`src/rtl/pll_lock_sequencer_pkg.sv`:
```
// Shared state encoding and constants for the PLL lock sequencer and its status logic.
package pll_lock_sequencer_pkg;

    typedef enum logic [1:0] {
        WAIT_LOCK = 2'd0,
        STABILIZE = 2'd1,
        RUN       = 2'd2,
        LOST      = 2'd3
    } state_t;

    localparam logic [7:0] LOSS_MAX = 8'd255;

    function automatic logic [7:0] sat_inc(input logic [7:0] v);
        return (v == LOSS_MAX) ? v : v + 8'd1;
    endfunction

endpackage

```
`src/rtl/sync_bit.sv`:
```
// Multi-stage synchronizer for a single asynchronous level input.
module sync_bit #(
    parameter int unsigned STAGES = 2
) (
    input  logic clk,
    input  logic rst,
    input  logic d,
    output logic q
);

    logic [STAGES-1:0] chain;

    always_ff @(posedge clk) begin
        if (rst) begin
            chain <= '0;
        end else begin
            chain <= {chain[STAGES-2:0], d};
        end
    end

    assign q = chain[STAGES-1];

endmodule

```
`src/rtl/pll_lock_sequencer.sv`:
```
// Qualifies PLL lock, releases the downstream synchronous reset, and tracks lock losses/timeouts.
module pll_lock_sequencer
    import pll_lock_sequencer_pkg::*;
#(
    parameter int unsigned SYNC_STAGES    = 2,
    parameter int unsigned STABLE_CYCLES  = 1024,
    parameter int unsigned TIMEOUT_CYCLES = 65536,
    parameter int unsigned RST_HOLD       = 16,
    parameter int unsigned CNT_W          = 17
) (
    input  logic       clk,
    input  logic       rst,
    input  logic       pll_locked,
    input  logic       clear_flags,
    output logic       sys_rst,
    output logic       ready,
    output logic       lock_lost,
    output logic       timeout,
    output logic [7:0] loss_count
);

    localparam logic [CNT_W-1:0] STABLE_LAST  = CNT_W'(STABLE_CYCLES - 1);
    localparam logic [CNT_W-1:0] TIMEOUT_LAST = CNT_W'(TIMEOUT_CYCLES - 1);
    localparam logic [CNT_W-1:0] HOLD_LAST    = CNT_W'(RST_HOLD - 1);

    state_t           state, state_next;
    logic [CNT_W-1:0] cnt, cnt_next;
    logic             locked_s;
    logic             timeout_set, loss_evt;
    logic             timeout_next, lock_lost_next;
    logic [7:0]       loss_count_next;

    sync_bit #(.STAGES(SYNC_STAGES)) u_sync (
        .clk (clk),
        .rst (rst),
        .d   (pll_locked),
        .q   (locked_s)
    );

    always_comb begin
        state_next  = state;
        cnt_next    = cnt;
        timeout_set = 1'b0;
        loss_evt    = 1'b0;
        case (state)
            WAIT_LOCK: begin
                if (locked_s) begin
                    state_next = STABILIZE;
                    cnt_next   = '0;
                end else begin
                    if (cnt != '1) cnt_next = cnt + 1'b1;
                    if (cnt == TIMEOUT_LAST) timeout_set = 1'b1;
                end
            end
            STABILIZE: begin
                if (!locked_s) begin
                    state_next = WAIT_LOCK;
                    cnt_next   = '0;
                end else if (cnt == STABLE_LAST) begin
                    state_next = RUN;
                    cnt_next   = '0;
                end else begin
                    cnt_next = cnt + 1'b1;
                end
            end
            RUN: begin
                if (!locked_s) begin
                    state_next = LOST;
                    cnt_next   = '0;
                    loss_evt   = 1'b1;
                end
            end
            LOST: begin
                if (cnt == HOLD_LAST) begin
                    state_next = WAIT_LOCK;
                    cnt_next   = '0;
                end else begin
                    cnt_next = cnt + 1'b1;
                end
            end
            default: begin
                state_next = WAIT_LOCK;
                cnt_next   = '0;
            end
        endcase
    end

    // A set/increment event in the same cycle as clear_flags wins over the clear.
    always_comb begin
        timeout_next    = timeout_set ? 1'b1 : (clear_flags ? 1'b0 : timeout);
        lock_lost_next  = loss_evt    ? 1'b1 : (clear_flags ? 1'b0 : lock_lost);
        loss_count_next = clear_flags ? 8'd0 : loss_count;
        if (loss_evt) loss_count_next = sat_inc(loss_count_next);
    end

    always_ff @(posedge clk) begin
        if (rst) begin
            state      <= WAIT_LOCK;
            cnt        <= '0;
            sys_rst    <= 1'b1;
            ready      <= 1'b0;
            lock_lost  <= 1'b0;
            timeout    <= 1'b0;
            loss_count <= 8'd0;
        end else begin
            state      <= state_next;
            cnt        <= cnt_next;
            sys_rst    <= (state_next != RUN);
            ready      <= (state_next == RUN);
            lock_lost  <= lock_lost_next;
            timeout    <= timeout_next;
            loss_count <= loss_count_next;
        end
    end

endmodule
```
`config.mk`:
```
export PLATFORM = sky130hd
export DESIGN_NAME = pll_lock_sequencer
export DESIGN_NICKNAME = d
export VERILOG_FILES = /design/src/rtl/pll_lock_sequencer_pkg.sv /design/src/rtl/sync_bit.sv /design/src/rtl/pll_lock_sequencer.sv
export SDC_FILE = /design/constraint.sdc
export NUM_CORES = 1
export LEC_CHECK = 0
export BUFFER_PORTS_ARGS = -buffer_cell sky130_fd_sc_hd__buf_4
export CAP_MARGIN = 30
export CORE_MARGIN = 3
export CORE_UTILIZATION = 58
export DETAILED_ROUTE_END_ITERATION = 6
export GPL_TIMING_DRIVEN = 0
export HOLD_SLACK_MARGIN = 0.1
export PLACE_DENSITY = 0.82
export SLEW_MARGIN = 20
export SYNTH_ARGS = -nofsm -noshare
export SYNTH_HDL_FRONTEND = slang
export SYNTH_SLANG_ARGS = --single-unit
```
`constraint.sdc`:
```
create_clock -name clk -period 3.2 [get_ports clk]
set_input_delay 0.32 -clock clk [delete_from_list [all_inputs] [get_ports clk]]
set_output_delay 0.32 -clock clk [all_outputs]
set_load 0.1 [all_outputs]
```
==> results.sh <==
export IMPL_h_tree_depth=2
export IMPL_seq_area_frac_synth_pct=36.74
export IMPL_n_antenna_cell=0
export IMPL_crit_path_cell_trace="ha_2 -> nand4_1 -> nor2_2 -> nand2_1 -> nor3_2 -> ha_1 -> or3b_2 -> a211oi_4 -> clkbuf_4 -> nand2_1 -> o211ai_1"
export IMPL_antenna_found_initial=0
export IMPL_max_slew_margin_pct=65.27
export IMPL_tightest_slew_ps=520.9
export IMPL_firstDrtPassIters=4
export IMPL_final_setup_tns_ps=0
export IMPL_vias=1716
export IMPL_critPathMaxFanout=10
export IMPL_finalCoreUtilization_pct=71.58
export IMPL_core_sq_mm=0.002853
export IMPL_grt_use_total_pct=24.03
export IMPL_arrival_ps=3220
export IMPL_io_buffers=14
export IMPL_cts_sinks=33
export IMPL_rsz0062_at_grt="false"
export IMPL_ant_nets=0
export IMPL_fin_crit_sh_pct=92.46
export IMPL_grt_pass1_vias=1528
export IMPL_numCtsBuffers=5
export IMPL_dp_hpwl_mm=2.801
export IMPL_max_freq_mhz=338.0
export IMPL_finalSetupViolations=0
export IMPL_num_rows=19
export IMPL_synth_top_area_cell="dfxtp_1"
export IMPL_path_class="reg2reg"
export IMPL_dpl_cell_area_sq_mm=0.001942
export IMPL_timing_rr_start="cnt[1]"
export IMPL_power_mw=0.6917
export IMPL_ys_seq_elements=33
export IMPL_period_minus_slack_ps=2959
export IMPL_crit_buf_inv=1
export IMPL_powerDensity_mw_per_mm2=338.8
export IMPL_synth_avg_cell_area_sq_um=8.173
export IMPL_clk_path_buf_depth=2
export IMPL_hold_path_class="in2reg"
export IMPL_drv_slew=0
export IMPL_syn_area_sq_mm=0.001798
export IMPL_fin_hold_ws_ps=205.6
export IMPL_die_w_um=61.68
export IMPL_critPathLaunch="cnt[1]"
export IMPL_avgViaCountPerCell=6.217
export IMPL_synthCells=220
export IMPL_status="complete, no violations"
export IMPL_cp_top_family="simple AND/OR/NAND/NOR gates"
export IMPL_synth_edf_count=0
export IMPL_finalNetCount=252
export IMPL_synth_distinct_cells=46
export IMPL_die_area_sq_mm=0.003804
export IMPL_skew_ps=14.86
export IMPL_root_buffer="clkbuf_4"
export IMPL_drive_gt1_share_pct=17.14
export IMPL_grt_start_max_net_pins=11
export IMPL_grt_ovfl_total=0
export IMPL_cts_tree="yes"
export IMPL_synth_ff_type="dfxtp_1"
export IMPL_finalInstanceArea_sq_mm=0.002042
export IMPL_final_cell_mix="32 x dfxtp_1, 28 x nand2_1, 17 x nor2_1, 17 x buf_4, 15 x nand3_1"
export IMPL_cpMaxStageDelayCell="or3b_2"
export IMPL_crit_top_cell="nand2_1"
export IMPL_clock_latency_ps=340
export IMPL_cp_end_kind="flop"
export IMPL_drtIter0Drc=123
export IMPL_min_from="pll_locked"
export IMPL_place_congestion=0.9382
export IMPL_final_common_cell="dfxtp_1"
export IMPL_leakagePower_nw=0.6963
export IMPL_clk_pin_slew_worst_paths_ps=100
export IMPL_drc=0
export IMPL_die_y_um=61.68
export IMPL_start_util_pct=63.03
export IMPL_hold_violations=0
export IMPL_syn_nets=228
export IMPL_routedWlPerCell_um=14.81
export IMPL_grt_pass1_wl_mm=6.858
export IMPL_synth_top_area_share_pct=36.74
export IMPL_finalWirelength_mm=4.088
export IMPL_crit_path_max_incr_delay_ps=500
export IMPL_pin_count=16
export IMPL_ir_worst_vdd_mv=0.2348
export IMPL_ys_warn_count=0
export IMPL_required_ps=3460
export IMPL_syn2layout_area_growth_pct=13.57
export IMPL_async_flop_share_pct=0
export IMPL_max_cap_violations=0
export IMPL_cp_start_kind="flop"
export IMPL_synthTopCellsByArea="dfxtp_1 37%, nand2_1 5.8%, nand3_1 4.2%, nand4_1 3.8%, nor2_1 3.8%"
==> flip-flops by register name (all words and copies together) (netlist names) <==
name	flops
cnt	17
loss_count	8
lock_lost	1
ready	1
timeout	1
sys_rst	1
state	2
u_sync.chain	2
==> final cells by class <==
type / instances / area (sq um)
timing repair buffer: 17 / 127.6
inverter: 7 / 26.28
fill: 225 / 810.8
multi-input combinational: 166 / 1069
clock inverter: 2 / 10.01
clock buffer: 6 / 41.29
buffer: 14 / 67.56
tap: 31 / 38.79
sequential: 33 / 661.9
==> what timing repair did <==
item                                    4_1_cts  5_1_grt
hold buffers                                  0        0
gates resized for setup                       1        6
setup buffers                                 0        3
endpoints found under the setup margin       11       16
pin swaps                                     0        1
hold endpoints to repair                      0        0
==> cells by family after synthesis <==
| group | Yosys count | synth area share, % |
|---|---|---|
| AO/OA/AOI/OAI | 36 | 13.15 |
| XOR/XNOR | 8 | 3.897 |
| adder cells (fa/ha/maj) | 4 | 2.784 |
| buffers and inverters | 21 | 5.080 |
| flip-flops | 33 | 36.74 |
| multiplexers | 2 | 1.183 |
| AND/OR/NAND/NOR | 116 | 37.16 |
==> per-stage QoR <==
stage / cells / worst slack (ps)
5_1_grt: 276 / 18.69
3_3_place_gp: 265 / -114.4
3_5_place_dp: 265 / -147.9
6_report: 276 / 241.1
2_1_floorplan: 220 / 416.1
4_1_cts: 273 / 27.05
==> path summary, 6_finish.rpt <==
kind / to / slack, ps / cells after the start
max reg2reg: cnt[12] / 240 / 11
min reg2reg: u_sync.chain[1] / 440 / 1
min: u_sync.chain[0] / 210 / 2
max: cnt[12] / 240 / 11
==> routing by layer <==
layer  GRT usage (%)  part of all wire (%)  vias up
met5               0                     0        -
met4           10.00                   1.8        0
met3           5.660                   6.1       11
met1           35.49                    49      797
met2           33.03                    43       51
li1                -                     -      857
==> synthesized netlist by cell type, types with 2 or more instances <==
master / instances
o41ai_1: 2
a21oi_1: 11
o31ai_1: 2
and2_1: 2
nor2b_1: 4
xnor2_1: 5
buf_2: 4
nand4_4: 2
or4_1: 3
ha_1: 4
o21ai_0: 7
inv_1: 7
dfxtp_1: 33
nand2_1: 28
xor2_1: 3
o211ai_1: 5
nor4b_1: 3
and3_1: 3
nand3b_1: 2
nand3_1: 15
nand4_1: 11
clkbuf_1: 8
nor3_1: 9
a32oi_1: 3
nor2_1: 18
nor4_1: 3
nor3b_1: 4
==> power breakdown <==
part           switching [mW]  internal, mW  total, mW
Clock                   0.145        0.0836      0.229
Sequential            0.00470         0.415      0.420
Combinational          0.0286        0.0140     0.0426
Total                   0.179         0.513      0.692
No activity file was read; power rests on OpenSTA's default activity.
